## config.mk

```make
export PLATFORM = sky130hd
export DESIGN_NAME = srl_fifo_ctrl_flat
export DESIGN_NICKNAME = d
export VERILOG_FILES = /design/src/rtl/srl_fifo_ctrl_if.sv /design/src/rtl/srl_fifo_ctrl.sv /design/src/flat_wrapper.sv
export SDC_FILE = /design/constraint.sdc
export NUM_CORES = 1
export LEC_CHECK = 0
export BUFFER_PORTS_ARGS = -buffer_cell sky130_fd_sc_hd__buf_2
export CELL_PAD_IN_SITES_DETAIL_PLACEMENT = 1
export CELL_PAD_IN_SITES_GLOBAL_PLACEMENT = 1
export CORE_AREA = 4 4 41 43
export CTS_CLUSTER_SIZE = 12
export DETAILED_ROUTE_END_ITERATION = 8
export DIE_AREA = 0 0 45 47
export GPL_TIMING_DRIVEN = 0
export HOLD_SLACK_MARGIN = 0.06
export PLACE_DENSITY = 0.7
export SLEW_MARGIN = 20
export SYNTH_ARGS = -nofsm -noshare
export SYNTH_HDL_FRONTEND = slang
export SYNTH_SLANG_ARGS = --single-unit
```

## constraint.sdc

```tcl
create_clock -name clk -period 2.75 [get_ports clk]
set_input_delay 0.55 -clock clk [delete_from_list [all_inputs] [get_ports clk]]
set_output_delay 0.55 -clock clk [all_outputs]
set_load 0.01 [all_outputs]
```

## src/rtl/srl_fifo_ctrl_if.sv

```systemverilog
// srl_fifo_ctrl_if
//   Producer/consumer handshake bundle for the SRL FIFO controller.
//   Signals:
//     if_write_ce, if_write, if_din  producer side requests and data
//     if_full_n                      1 = space available
//     if_read_ce, if_read            consumer side requests
//     if_dout                        head-of-queue data
//     if_empty_n                     1 = data available
//   Modports:
//     master  the producer/consumer pair driving requests
//     slave   the FIFO controller answering with flags and data
interface srl_fifo_ctrl_if #(
  parameter int DATA_WIDTH = 1
);
  logic                  if_write_ce;
  logic                  if_write;
  logic [DATA_WIDTH-1:0] if_din;
  logic                  if_full_n;
  logic                  if_read_ce;
  logic                  if_read;
  logic [DATA_WIDTH-1:0] if_dout;
  logic                  if_empty_n;

  modport master (
    output if_write_ce, if_write, if_din, if_read_ce, if_read,
    input  if_full_n, if_dout, if_empty_n
  );

  modport slave (
    input  if_write_ce, if_write, if_din, if_read_ce, if_read,
    output if_full_n, if_dout, if_empty_n
  );
endinterface

```

## src/rtl/srl_fifo_ctrl.sv

```systemverilog
// srl_fifo_ctrl
//   Control path for a shift-register FIFO. Tracks occupancy, produces the
//   full/empty/almost-full flags and drives the write-enable and read index of
//   an external SRL. Payload is never stored here; it passes straight through.
//   Ports:
//     clk          rising-edge clock
//     reset_n      asynchronous reset, active low
//     bus          handshake bundle (slave modport)
//     almost_full  registered, count >= AF_LEVEL
//     usedw        current occupancy 0..DEPTH
//     sr_we        SRL shift enable (combinational, equals accepted push)
//     sr_addr      SRL read index of the oldest entry (registered)
//     sr_din       data into the SRL (= bus.if_din)
//     sr_dout      data out of the SRL
module srl_fifo_ctrl #(
  parameter int DATA_WIDTH = 1,
  parameter int ADDR_WIDTH = 1,
  parameter int DEPTH      = 2,
  parameter int AF_LEVEL   = 1
) (
  input  logic                  clk,
  input  logic                  reset_n,
  srl_fifo_ctrl_if.slave        bus,
  output logic                  almost_full,
  output logic [ADDR_WIDTH:0]   usedw,
  output logic                  sr_we,
  output logic [ADDR_WIDTH-1:0] sr_addr,
  output logic [DATA_WIDTH-1:0] sr_din,
  input  logic [DATA_WIDTH-1:0] sr_dout
);

  typedef enum logic [1:0] {
    EMPTY  = 2'd0,
    ACTIVE = 2'd1,
    FULL   = 2'd2
  } state_t;

  localparam logic [ADDR_WIDTH:0] DEPTH_C = (ADDR_WIDTH+1)'(DEPTH);
  localparam logic [ADDR_WIDTH:0] AF_C    = (ADDR_WIDTH+1)'(AF_LEVEL);
  localparam logic [ADDR_WIDTH:0] ONE_C   = (ADDR_WIDTH+1)'(1);

  state_t                state, state_next;
  logic [ADDR_WIDTH:0]   count, count_next;
  logic [ADDR_WIDTH-1:0] addr_q, addr_next;
  logic                  af_q, af_next;
  logic                  full_n, empty_n;
  logic                  push, pop;

  assign full_n  = (state != FULL);
  assign empty_n = (state != EMPTY);

  // Requests are only accepted when the matching flag allows them. The
  // reset_n term keeps the SRL from shifting while reset is held, since the
  // full flag reads "space available" during reset.
  assign push = bus.if_write & bus.if_write_ce & full_n & reset_n;
  assign pop  = bus.if_read  & bus.if_read_ce  & empty_n;

  // Next occupancy, state, read index and almost-full flag. A simultaneous
  // push and pop leaves the head at the same SRL index, so the index holds.
  always_comb begin
    count_next = count;
    state_next = state;
    addr_next  = addr_q;
    af_next    = af_q;

    unique case ({push, pop})
      2'b10:   count_next = count + ONE_C;
      2'b01:   count_next = count - ONE_C;
      default: count_next = count;
    endcase

    unique case (state)
      EMPTY:   if (count_next != '0) state_next = ACTIVE;
      ACTIVE: begin
        if (count_next == '0)          state_next = EMPTY;
        else if (count_next == DEPTH_C) state_next = FULL;
      end
      FULL:    if (count_next != DEPTH_C) state_next = ACTIVE;
      default: state_next = EMPTY;
    endcase

    addr_next = (count_next == '0) ? '0 : ADDR_WIDTH'(count_next - ONE_C);
    af_next   = (count_next >= AF_C);
  end

  // State and status registers; reset discards all contents logically.
  always_ff @(posedge clk or negedge reset_n) begin
    if (!reset_n) begin
      state  <= EMPTY;
      count  <= '0;
      addr_q <= '0;
      af_q   <= 1'b0;
    end else begin
      state  <= state_next;
      count  <= count_next;
      addr_q <= addr_next;
      af_q   <= af_next;
    end
  end

  assign bus.if_full_n  = full_n;
  assign bus.if_empty_n = empty_n;
  assign bus.if_dout    = sr_dout;
  assign almost_full    = af_q;
  assign usedw          = count;
  assign sr_we          = push;
  assign sr_addr        = addr_q;
  assign sr_din         = bus.if_din;

endmodule

```

## src/flat_wrapper.sv

```systemverilog
// flat-port wrapper written by rule: the top's interface ports become plain ports
module srl_fifo_ctrl_flat 
#(
  parameter int DATA_WIDTH = 1,
  parameter int ADDR_WIDTH = 1,
  parameter int DEPTH      = 2,
  parameter int AF_LEVEL   = 1
)
  (clk, reset_n, almost_full, usedw, sr_we, sr_addr, sr_din, sr_dout, bus_if_write_ce, bus_if_write, bus_if_din, bus_if_read_ce, bus_if_read, bus_if_full_n, bus_if_dout, bus_if_empty_n);
  srl_fifo_ctrl_if #(.DATA_WIDTH(DATA_WIDTH)) bus_i ();
  input  logic clk;
  input  logic reset_n;
  output logic almost_full;
  output logic [ADDR_WIDTH:0] usedw;
  output logic sr_we;
  output logic [ADDR_WIDTH-1:0] sr_addr;
  output logic [DATA_WIDTH-1:0] sr_din;
  input  logic [DATA_WIDTH-1:0] sr_dout;
  input wire logic [$bits(bus_i.if_write_ce)-1:0] bus_if_write_ce;
  input wire logic [$bits(bus_i.if_write)-1:0] bus_if_write;
  input wire logic [$bits(bus_i.if_din)-1:0] bus_if_din;
  input wire logic [$bits(bus_i.if_read_ce)-1:0] bus_if_read_ce;
  input wire logic [$bits(bus_i.if_read)-1:0] bus_if_read;
  output wire logic [$bits(bus_i.if_full_n)-1:0] bus_if_full_n;
  output wire logic [$bits(bus_i.if_dout)-1:0] bus_if_dout;
  output wire logic [$bits(bus_i.if_empty_n)-1:0] bus_if_empty_n;
  assign bus_i.if_write_ce = bus_if_write_ce;
  assign bus_i.if_write = bus_if_write;
  assign bus_i.if_din = bus_if_din;
  assign bus_i.if_read_ce = bus_if_read_ce;
  assign bus_i.if_read = bus_if_read;
  assign bus_if_full_n = bus_i.if_full_n;
  assign bus_if_dout = bus_i.if_dout;
  assign bus_if_empty_n = bus_i.if_empty_n;
  srl_fifo_ctrl #(.DATA_WIDTH(DATA_WIDTH), .ADDR_WIDTH(ADDR_WIDTH), .DEPTH(DEPTH), .AF_LEVEL(AF_LEVEL)) u_core (.clk(clk), .reset_n(reset_n), .bus(bus_i), .almost_full(almost_full), .usedw(usedw), .sr_we(sr_we), .sr_addr(sr_addr), .sr_din(sr_din), .sr_dout(sr_dout));
endmodule
```

Word level (Yosys, flattened, before mapping)
Cells that the tools add are included.
{"block": "op_classes", "add_sub_neg": 3, "magnitude_cmp": 1, "n_eq_ne": 10, "n_mux": 7, "bitwise_logic": 5, "n_reduce_logical": 5}
{"op": "2-bit 2-to-1 mux", "n": 4}
{"op": "2-bit equality test, second input constant", "n": 3}
{"op": "2-bit case mux with 3 select lines", "n": 1}
{"op": "1-bit AND", "n": 5}
{"op": "2-bit by 1-bit equality test with 1-bit output, second input constant", "n": 2}
{"op": "2-bit zero test", "n": 2}
{"op": "2-bit by 1-bit != test with 1-bit output, second input constant", "n": 2}
{"op": "2-bit != test, second input constant", "n": 2}
{"op": "2-bit case mux with 2 select lines", "n": 1}
{"op": "2-bit nonzero test", "n": 2}
{"op": "3-bit by 1-bit != test with 1-bit output, second input constant", "n": 1}
{"op": "3-bit AND reduction", "n": 1}
{"op": "2-bit by 1-bit adder with 2-bit output, second input constant", "n": 1}
{"op": "2-bit by 1-bit greater-or-equal comparator with 1-bit output, second input constant", "n": 1}
{"op": "2-bit by 1-bit subtractor with 2-bit output, second input constant", "n": 1}
{"op": "1-bit 2-to-1 mux", "n": 1}
{"op": "1-bit subtractor, second input constant", "n": 1}
{"block": "word_totals", "register_bits": 6, "inputBits": 8, "out_inout_bits": 9}

Longest topological paths before layout
Gate-level depths: netlist (run 1).
{"block": "logic_depth", "word_depth": 9, "ltp_mapped": 6, "mapped_depth_nobuf": 6}

Least setup slack after synthesis (run 1)
Ideal clock, no wire load.
{"block": "synth_timing", "path_type": "reg-to-reg", "start": "reg u_core.state[1]", "end": "reg u_core.state[0]", "setup_ns": 0.122, "arrival_ns": 2.030, "setup_slack_ns": 0.599, "stages_incl_launch_ff": 7, "synth_period_minus_slack_ns": 2.151, "cell_sequence": "dfrtp_1 -> or2_2 -> and3_1 -> ha_1 -> and2b_2 -> or4b_1 -> o2111a_1"}
{"block": "synth_between", "elab_cells_between_ends": 21}
{"element": "start: declaration", "line": "srl_fifo_ctrl.sv:42", "text": "state_t state, state_next;"}
{"element": "start signal: assignment", "line": "srl_fifo_ctrl.sv:94", "text": "state <= state_next;"}
{"element": "2-bit nonzero test *", "line": "srl_fifo_ctrl.sv:50", "text": "assign empty_n = (state != EMPTY);"}
{"element": "named net bus_if_empty_n", "line": "flat_wrapper.sv:26", "text": "output wire logic [$bits(bus_i.if_empty_n)-1:0] bus_if_empty_n;"}
{"element": "1-bit AND *", "line": "srl_fifo_ctrl.sv:56", "text": "assign pop = bus.if_read & bus.if_read_ce & empty_n;"}
{"element": "2-bit by 1-bit equality test with 1-bit output / 2-bit equality test (equally long branches)", "line": "srl_fifo_ctrl.sv:66", "text": "unique case ({push, pop})"}
{"element": "2-bit case mux with 2 select lines *", "line": "srl_fifo_ctrl.sv:66"}
{"element": "2-bit equality test, or another cell as far along", "line": "srl_fifo_ctrl.sv:76", "text": "else if (count_next == DEPTH_C) state_next = FULL;"}
{"element": "3-bit by 1-bit != test with 1-bit output (no line), or another cell as far along"}
{"element": "3-bit AND reduction (no line) / 2-bit case mux with 3 select lines (equally long branches)"}
The timed path passes the listed nets; every way through them passes the cells marked *.
A chain may end at the register's enable or synchronous reset.

Worst setup path in the final report (run 1)
{"block": "layout_timing", "start": "reg u_core.state[1]", "end": "reg u_core.state[0]"}
{"block": "layout_between", "elab_chain_len": 8, "elab_cells_between_ends": 21}
{"element": "2-bit != test", "line": "srl_fifo_ctrl.sv:49", "text": "assign full_n = (state != FULL);"}
{"element": "1-bit AND (2 in a row)", "line": "srl_fifo_ctrl.sv:55", "text": "assign push = bus.if_write & bus.if_write_ce & full_n & reset_n;"}
{"element": "2-bit by 1-bit equality test with 1-bit output / 2-bit equality test (equally long branches)", "line": "srl_fifo_ctrl.sv:66"}
{"element": "2-bit case mux with 2 select lines", "line": "srl_fifo_ctrl.sv:66"}
{"element": "2-bit equality test, or another cell as far along", "line": "srl_fifo_ctrl.sv:76"}
{"element": "3-bit by 1-bit != test with 1-bit output (no line), or another cell as far along"}
{"element": "3-bit AND reduction (no line) / 2-bit case mux with 3 select lines (equally long branches)"}
Parallel ways exist; a longest one is shown, timed or not.

==> results.json, run 1 <==
{
  "grt-ovfl-total": 0,
  "cts-buffers-inserted": 3,
  "arrival_ns": 2.36,
  "setup-violations-final": 0,
  "yosys_most_used_dff": "dfrtp_1",
  "critPathLaunchType": "flip-flop",
  "min-delay-path-class": "input pin to asynchronous set/reset pin",
  "crit_required_ns": 2.88,
  "grt_pass1_wl_um": 1440,
  "layout-drive-gt1-share": 0.412,
  "hold_viol": 0,
  "clock-root-buffer": "clkbuf_4",
  "max_freq_ghz": 0.448,
  "ant_nets": 0,
  "r2r_slack_ns": 0.52,
  "firstDrtPassIters": 2,
  "die_w_um": 45,
  "skew_ns": 0.00283,
  "rsz0062_at_grt": "no",
  "fin_crit_ns": 2.23,
  "cts_tree": "yes",
  "fin_setup_tns_ns": 0,
  "synth_edf_count": 0,
  "areaGrowthSynthToFinish_pct": 32.0,
  "rr_endpoint": "u_core.state[0]",
  "yosys.area.top_type": "dfrtp_1",
  "timing.rr.start": "u_core.state[1]",
  "peakVddDrop_mv": 0.411,
  "cts.htree.levels": 1,
  "yosysSeqAreaShare": 0.432,
  "design_area_um2": 459,
  "maxSlewHeadroom": 0.835,
  "maxSlewViolCount": 0,
  "clk_latency_ns": 0.25,
  "cts_setup_buffers": 0,
  "dpl-instance-area_um2": 437,
  "antenna_found_initial": 0,
  "viasPerCell": 4.76,
  "synthArstFlopShare": 1.00,
  "end_kind": "flip-flop",
  "path_class": "flip-flop to flip-flop",
  "initial_utilization": 0.267,
  "io_pins": 17,
  "grt_usage": 0.103,
  "nets": 62,
  "gp_congestion": 0.761,
  "status": "complete, no violations",
  "syn_area_um2": 348,
  "worstPathMaxFanout": 6,
  "synth_top_area_frac": 0.432,
  "power_density_nw_per_um2": 1090,
  "synthTopCellsByArea": "dfrtp_1, xnor2_1, buf_4",
  "dieArea_um2": 2120,
  "synth_common_cells": "dfrtp_1, xnor2_1",
  "wl_met2_um": 373,
  "drt_iter0_markers": 2,
  "wl_met3_um": 71,
  "ctsHoldBuffers": 0,
  "worst_slack_ns": 0.517,
  "drc": 0,
  "dr.max_layer_used": "met4",
  "yosys_warnings": 0,
  "yosys.cell_count.top_type": "dfrtp_1",
  "core_area_um2": 1300,
  "clkTransAtPathRegs_ns": 0.05,
  "grt_pass1_vias": 324,
  "synth_cell_types": 21,
  "cts_max_path_buffers": 2,
  "die_h_um": 47,
  "post-place-ws_ns": 0.474,
  "fin_crit_sh": 0.812,
  "cts.sink_count": 6,
  "portBuffers": 14,
  "drv_cap": 0,
  "antennaDiodeCount": 0,
  "grt_max_degree": 8,
  "fp-row-count": 13,
  "wl_met1_um": 359,
  "ff2ff_path_depth": 6,
  "worst_pin_slew_ns": 0.245,
  "synth_fp_nets": 43,
  "vias": 314,
  "leakage_nw": 0.225,
  "ys_seq_elements": 6,
  "wl_um": 829,
  "cts_resized": 0,
  "dp_hpwl_um": 625,
  "synthCells": 34,
  "syn_avg_cell_area_um2": 10.2,
  "wl_per_cell_um": 12.6
}
==> metrics by stage <==
| stage | power, mW | std cells | hold WS [ns] | util |
|---|---|---|---|---|
| 2_1_floorplan | 0.341 | 34 | 0.254 | - |
| 3_3_place_gp | 0.415 | 63 | 0.392 | 0.336 |
| 3_5_place_dp | 0.422 | 63 | 0.394 | 0.336 |
| 4_1_cts | 0.510 | 66 | 0.127 | 0.353 |
| 5_1_grt | 0.554 | 66 | 0.133 | 0.353 |
| 6_report | 0.502 | 66 | 0.126 | 0.353 |
==> worst max-delay path by stage <==
| stage | slack (ns) | depth (start not counted) | end | start |
|---|---|---|---|---|
| after global placement | 0.49 | 6 | u_core.state[0] | reset_n |
| final | 0.52 | 6 | u_core.state[0] | u_core.state[1] |
| after CTS | 0.50 | 6 | u_core.state[0] | u_core.state[1] |
| after floorplan | 0.60 | 6 | u_core.state[0] | u_core.state[1] |
| after global routing | 0.39 | 6 | u_core.state[0] | u_core.state[1] |
| after detailed placement | 0.47 | 6 | u_core.state[0] | reset_n |
==> state kept, by name (all words and copies together) (netlist names) <==
| register | count |
|---|---|
| u_core.sr_addr | 1 |
| u_core.state | 2 |
| u_core.almost_full | 1 |
| u_core.usedw | 2 |
==> logic make-up (layout without fill, tap and decap cells) <==
group | after synthesis | in the layout | share of synthesized area
flops | 6 | 6 | 0.432
xor+xnor | 4 | 4 | 0.101
simple gates | 12 | 12 | 0.230
compound gates | 7 | 7 | 0.137
fa+ha+maj | 1 | 1 | 0.0360
buf+inv | 4 | 21 | 0.0647
==> cell type report <==
cell class | instances | area (µm²)
inverter | 2 | 7.51
clock buffer | 3 | 22.5
buffer | 2 | 15.0
tap | 15 | 18.8
timing repair buffer | 14 | 70.1
multi-input combinational | 24 | 175
fill | 160 | 842
sequential | 6 | 150
==> layer usage <==
metal,up-vias,global-route usage
met5,-,0
met4,0,0.0877
li1,152,-
met1,145,0.113
met3,4,0.0345
met2,13,0.158
==> worst max-delay path, cell delays in order (launching register included) <==
cell and delay, ns:
dfrtp_1 0.42, or2_2 0.32, and3_1 0.19, ha_1 0.31
and2b_2 0.28, or4b_1 0.45, o2111a_1 0.16
==> placed cells by master (no fill, tap or decap), drive strengths merged, types with 2 or more instances in the layout <==
cell type / count
clkbuf: 3
xnor2: 3
nand2b: 2
a21oi: 2
and2b: 2
buf: 16
dfrtp: 6
o21ai: 2
inv: 2
nor2: 2
==> power breakdown <==
group	switching, mW	total [mW]	internal (mW)
registers	0.0453	0.176	0.130
clock network	0.0347	0.0842	0.0496
logic	0.117	0.242	0.125
Note: power is estimated with default switching activity, not from simulation.
==> inputs of run 2 (changes only) <==
--- a/config.mk
+++ b/config.mk
@@ -5,6 +5,7 @@
 export SDC_FILE = /design/constraint.sdc
 export NUM_CORES = 1
 export LEC_CHECK = 0
+export ABC_AREA = 1
 export BUFFER_PORTS_ARGS = -buffer_cell sky130_fd_sc_hd__buf_2
 export CELL_PAD_IN_SITES_DETAIL_PLACEMENT = 1
 export CELL_PAD_IN_SITES_GLOBAL_PLACEMENT = 1
@@ -14,7 +15,7 @@
 export DIE_AREA = 0 0 45 47
 export GPL_TIMING_DRIVEN = 0
 export HOLD_SLACK_MARGIN = 0.06
-export PLACE_DENSITY = 0.7
+export PLACE_DENSITY = 0.71
 export SLEW_MARGIN = 20
 export SYNTH_ARGS = -nofsm -noshare
 export SYNTH_HDL_FRONTEND = slang
==> constraint.sdc (replaced) <==
create_clock -name clk -period 2.1 [get_ports clk]
set_input_delay 0.42 -clock clk [delete_from_list [all_inputs] [get_ports clk]]
set_output_delay 0.42 -clock clk [all_outputs]
set_load 0.01 [all_outputs]
==> run 2 against run 1 <==
Compared with the run above: global-route usage decreased by 1.8 points; setup slack lost 0.37 ns; clock skew is 0.00094 ns higher.
==> results.json, run 2 <==
{
  "syn_avg_cell_area_um2": 7.92,
  "core_area_um2": 1300,
  "grt_usage": 0.0843,
  "synth_top_area_frac": 0.451,
  "fin_crit_ns": 1.95,
  "status": "complete, no violations",
  "skew_ns": 0.00377,
  "maxSlewViolCount": 0,
  "hold_viol": 0,
  "portBuffers": 14,
  "yosysSeqAreaShare": 0.451,
  "syn_area_um2": 333,
  "io_pins": 17,
  "die_h_um": 47,
  "r2r_slack_ns": 0.43,
  "seq_area_um2": 150,
  "post-place-ws_ns": 0.316,
  "cts_tree": "yes",
  "design_area_um2": 457,
  "nets": 71,
  "firstDrtPassIters": 4,
  "min-delay-path-class": "input pin to asynchronous set/reset pin",
  "fin_crit_sh": 0.931,
  "synth_edf_count": 0,
  "max_freq_ghz": 0.512,
  "antennaDiodeCount": 0,
  "die_w_um": 45,
  "clk_latency_ns": 0.24,
  "rr_endpoint": "u_core.state[0]",
  "cts-buffers-inserted": 3,
  "grt-ovfl-total": 0,
  "gp_congestion": 0.680,
  "maxSlewHeadroom": 0.855,
  "wl_um": 683,
  "synth_common_cells": "nand2_1, inv_1, dfrtp_1",
  "dp_hpwl_um": 597,
  "drt_iter0_markers": 1,
  "vias": 311,
  "cts.sink_count": 6,
  "fin_setup_tns_ns": 0,
  "crit_required_ns": 2.23,
  "dpl-instance-area_um2": 422,
  "drc": 0,
  "synth_fp_nets": 51,
  "layout-drive-gt1-share": 0.433,
  "areaGrowthSynthToFinish_pct": 37.2,
  "timing.rr.start": "u_core.state[1]",
  "yosys_most_used_dff": "dfrtp_1",
  "critPathLaunchType": "input pin",
  "cts_setup_buffers": 0,
  "antenna_found_initial": 0,
  "synth_cell_types": 13,
  "fillers": 178,
  "fp-row-count": 13,
  "multi_input_area_um2": 126,
  "ys_seq_elements": 6,
  "rsz0062_at_grt": "no",
  "final_common_cell": "buf_2",
  "ff2ff_path_depth": 11,
  "viasPerCell": 4.15,
  "grt_pass1_vias": 299,
  "synthCells": 42,
  "synthTopCellsByArea": "dfrtp_1, nand2_1, inv_1",
  "leakage_nw": 0.273,
  "drv_cap": 0,
  "setup-violations-final": 0,
  "clkTransAtPathRegs_ns": 0.05,
  "critPathLaunch": "reset_n",
  "worst_slack_ns": 0.145,
  "wl_per_cell_um": 9.11,
  "ant_nets": 0,
  "initial_utilization": 0.256,
  "fin_util": 0.351,
  "peakVddDrop_mv": 0.433,
  "arrival_ns": 2.09,
  "yosys.area.top_type": "dfrtp_1",
  "yosys_warnings": 0,
  "grt_pass1_wl_um": 1200,
  "worst_pin_slew_ns": 0.216,
  "grt_max_degree": 8,
  "cts.htree.levels": 1,
  "layout_common_cells": "buf_2, nand2_1, inv_1",
  "end_kind": "flip-flop",
  "clock-root-buffer": "clkbuf_4",
  "finalPower_mw": 0.630,
  "cts_max_path_buffers": 2,
  "path_class": "input pin to flip-flop",
  "yosys.cell_count.top_type": "nand2_1",
  "dieArea_um2": 2120,
  "worstPathMaxFanout": 7,
  "power_density_nw_per_um2": 1380,
  "synthArstFlopShare": 1.00
}
==> run 2: logic make-up after synthesis <==
kind of cell | Yosys count | synth area share
flip-flops | 6 | 0.451
adder cells (fa/ha/maj) | 1 | 0.0376
AND/OR/NAND/NOR | 21 | 0.316
buffers and inverters | 13 | 0.169
XOR/XNOR | 1 | 0.0263
==> run 2: final cells by class <==
type | count | share of cell area
flip-flops and latches | 6 | 0.329
repair buffers | 15 | 0.181
plain buffers | 2 | 0.0329
clock buffers | 3 | 0.0493
multi-input cells | 23 | 0.277
inverters | 11 | 0.0904
well taps | 15 | 0.0411
==> run 2: per-layer routing <==
| layer | wire length (µm) | vias to the layer above | GRT usage | part of all wire |
|---|---|---|---|---|
| met5 | 0 | - | 0 | 0 |
| met2 | 376 | 9 | 0.124 | 0.55 |
| met3 | 46 | 0 | 0.0345 | 0.067 |
| met1 | 260 | 145 | 0.0949 | 0.38 |
| met4 | 0 | 0 | 0.0702 | 0 |
| li1 | - | 157 | - | - |
==> run 2: through the flow <==
step,hold WS [ns],cells
2_1_floorplan,0.124,42
3_3_place_gp,0.258,71
3_5_place_dp,0.263,71
4_1_cts,0.525,75
5_1_grt,0.528,75
6_report,0.519,75
==> run 2: what timing repair did <==
action | 4_1_cts | 5_1_grt
hold endpoints to repair | 6 | 0
setup endpoints to repair | 0 | 3
gates resized for setup | 0 | 2
hold buffers | 1 | 0
==> run 2: worst max-delay path by stage <==
stage          depth (start not counted)         endpoint  slack (ns)
4_1_cts                               10  u_core.state[0]        0.05
3_3_place_gp                           9  u_core.state[0]        0.34
6_report                              10  u_core.state[0]        0.15
2_1_floorplan                         11  u_core.state[0]        0.50
5_1_grt                               10  u_core.state[0]        0.02
3_5_place_dp                           9  u_core.state[0]        0.32
==> run 2: critical path, stage by stage <==
cell,delay [ns]
dlygate4sd3_1,0.52
buf_4,0.15
nand4_1,0.13
ha_1,0.33
inv_1,0.11
nand4_2,0.13
nand2_2,0.10
nand2_1,0.09
nand2_1,0.07
nand2_1,0.05
==> run 2: power by group <==
| part | internal, mW | leakage [nW] | switching, mW |
|---|---|---|---|
| Combinational | 0.124 | 0.187 | 0.187 |
| Clock | 0.0646 | 0.0138 | 0.0402 |
| Sequential | 0.173 | 0.0728 | 0.0414 |
| Total | 0.361 | 0.273 | 0.269 |
==> inputs of run 3 (changes only) <==
--- a/config.mk
+++ b/config.mk
@@ -10,6 +10,7 @@
 export CELL_PAD_IN_SITES_DETAIL_PLACEMENT = 1
 export CELL_PAD_IN_SITES_GLOBAL_PLACEMENT = 1
 export CORE_AREA = 4 4 41 43
+export CTS_BUF_LIST = sky130_fd_sc_hd__clkbuf_4 sky130_fd_sc_hd__clkbuf_8 sky130_fd_sc_hd__clkbuf_16
 export CTS_CLUSTER_SIZE = 12
 export DETAILED_ROUTE_END_ITERATION = 8
 export DIE_AREA = 0 0 45 47
==> constraint.sdc (replaced) <==
create_clock -name clk -period 2.3 [get_ports clk]
set_input_delay 0.46 -clock clk [delete_from_list [all_inputs] [get_ports clk]]
set_output_delay 0.46 -clock clk [all_outputs]
set_load 0.01 [all_outputs]
==> run 3 against run 2 <==
Compared with the run above: clock skew unchanged; critical endpoint unchanged; critical path depth stayed put; sequential power fell by 9%.
==> results.json, run 3 (synthesis results as in run 2) <==
{
  "cts.htree.levels": 1,
  "core_area_um2": 1300,
  "holdPathEnd": "u_core.almost_full",
  "clkTransAtPathRegs_ns": 0.05,
  "power_density_nw_per_um2": 1270,
  "dpl-instance-area_um2": 422,
  "whs_ns": 0.530,
  "wl_met3_um": 46,
  "rsz0062_at_grt": "no",
  "maxSlewViolCount": 0,
  "fin_crit_ns": 2.06,
  "cts.sink_count": 6,
  "drc": 0,
  "drt_iter0_markers": 2,
  "ant_nets": 0,
  "hold_viol": 0,
  "io_pins": 17,
  "dp_hpwl_um": 597,
  "areaGrowthSynthToFinish_pct": 36.5,
  "grt_usage": 0.0843,
  "cts-buffers-inserted": 3,
  "vias": 308,
  "clock-root-buffer": "clkbuf_4",
  "hold_start": "u_core.usedw[1]",
  "fin_setup_tns_ns": 0,
  "viasPerCell": 4.11,
  "initial_utilization": 0.256,
  "setup-violations-final": 0,
  "critPathLaunchType": "input pin",
  "antenna_found_initial": 0,
  "gp_congestion": 0.680,
  "grt-ovfl-total": 0,
  "nets": 71,
  "fin_crit_sh": 0.895,
  "crit_required_ns": 2.43,
  "skew_ns": 0.00377,
  "cts_resized": 0,
  "cts_max_path_buffers": 2,
  "holdPathStages": 2,
  "max_freq_ghz": 0.486,
  "drv_cap": 0,
  "arrival_ns": 2.19,
  "final_common_cell": "buf_2",
  "layout-drive-gt1-share": 0.433,
  "portBuffers": 14,
  "dieArea_um2": 2120,
  "die_h_um": 47,
  "maxSlewHeadroom": 0.855,
  "worst_pin_slew_ns": 0.216,
  "ff2ff_path_depth": 11,
  "timing.rr.start": "u_core.state[1]",
  "leakage_nw": 0.272,
  "fp-row-count": 13,
  "grt_max_degree": 8,
  "wl_um": 681,
  "cts_tree": "yes",
  "antennaDiodeCount": 0,
  "worstPathMaxFanout": 7,
  "firstDrtPassIters": 4,
  "dr.max_layer_used": "met3",
  "peakVddDrop_mv": 0.396,
  "status": "complete, no violations",
  "grt_pass1_wl_um": 1200,
  "wl_met1_um": 257,
  "r2r_slack_ns": 0.61,
  "grt_pass1_vias": 299,
  "path_class": "input pin to flip-flop",
  "cts_setup_buffers": 0,
  "clk_latency_ns": 0.24,
  "wl_per_cell_um": 9.08,
  "end_kind": "flip-flop",
  "layout_common_cells": "buf_2, nand2_1, inv_1",
  "min-delay-path-class": "flip-flop to flip-flop",
  "die_w_um": 45,
  "design_area_um2": 454,
  "wl_met2_um": 377,
  "rr_endpoint": "u_core.state[0]"
}
-- run 3: per-stage QoR --
step / instances / total power, mW / worst slack (ns) / util
6_report: 75 / 0.575 / 0.241 / 0.349
4_1_cts: 75 / 0.595 / 0.207 / 0.349
3_5_place_dp: 71 / 0.489 / 0.476 / 0.324
3_3_place_gp: 71 / 0.481 / 0.505 / 0.324
2_1_floorplan: 42 / 0.395 / 0.702 / -
5_1_grt: 75 / 0.654 / 0.0853 / 0.349
-- run 3: worst max-delay path, stage by stage --
cell           delay, ns
dlygate4sd3_1       0.51
buf_2               0.19
nand4_1             0.14
ha_1                0.35
inv_1               0.11
nand4_2             0.13
nand2_2             0.10
nand2_1             0.09
nand2_1             0.07
nand2_1             0.05
-- run 3: report_power, final --
| group | total [mW] | switching [mW] | internal, mW |
|---|---|---|---|
| clock | 0.0956 | 0.0367 | 0.0589 |
| sequential | 0.196 | 0.0378 | 0.158 |
| combinational | 0.283 | 0.171 | 0.112 |
-- run 3: repair_timing --
| action | CTS | global route |
|---|---|---|
| setup endpoints to repair | 0 | 0 |
| hold buffers | 1 | 0 |
| hold endpoints to repair | 6 | 0 |
-- run 3: how the worst max path moves through the flow --
stage / startpoint / to / slack, ns / depth (start not counted)
2_1_floorplan: u_core.state[1] / u_core.state[0] / 0.70 / 11
3_3_place_gp: reset_n / u_core.state[0] / 0.50 / 9
3_5_place_dp: reset_n / u_core.state[0] / 0.48 / 9
4_1_cts: reset_n / u_core.state[0] / 0.21 / 10
5_1_grt: reset_n / u_core.state[0] / 0.09 / 10
6_report: reset_n / u_core.state[0] / 0.24 / 10
-- run 3: per-layer routing --
layer	GRT usage	vias to the layer above
met5	0	-
met4	0.0702	0
met3	0.0345	0
met2	0.124	9
met1	0.0949	142
li1	-	157
-- run 3: final cells by class --
class | count | area [µm²]
fillers | 179 | 847
flip-flops and latches | 6 | 150
repair buffers | 15 | 80.1
multi-input cells | 23 | 126
well taps | 15 | 18.8
inverters | 11 | 41.3
plain buffers | 2 | 15.0
clock buffers | 3 | 22.5
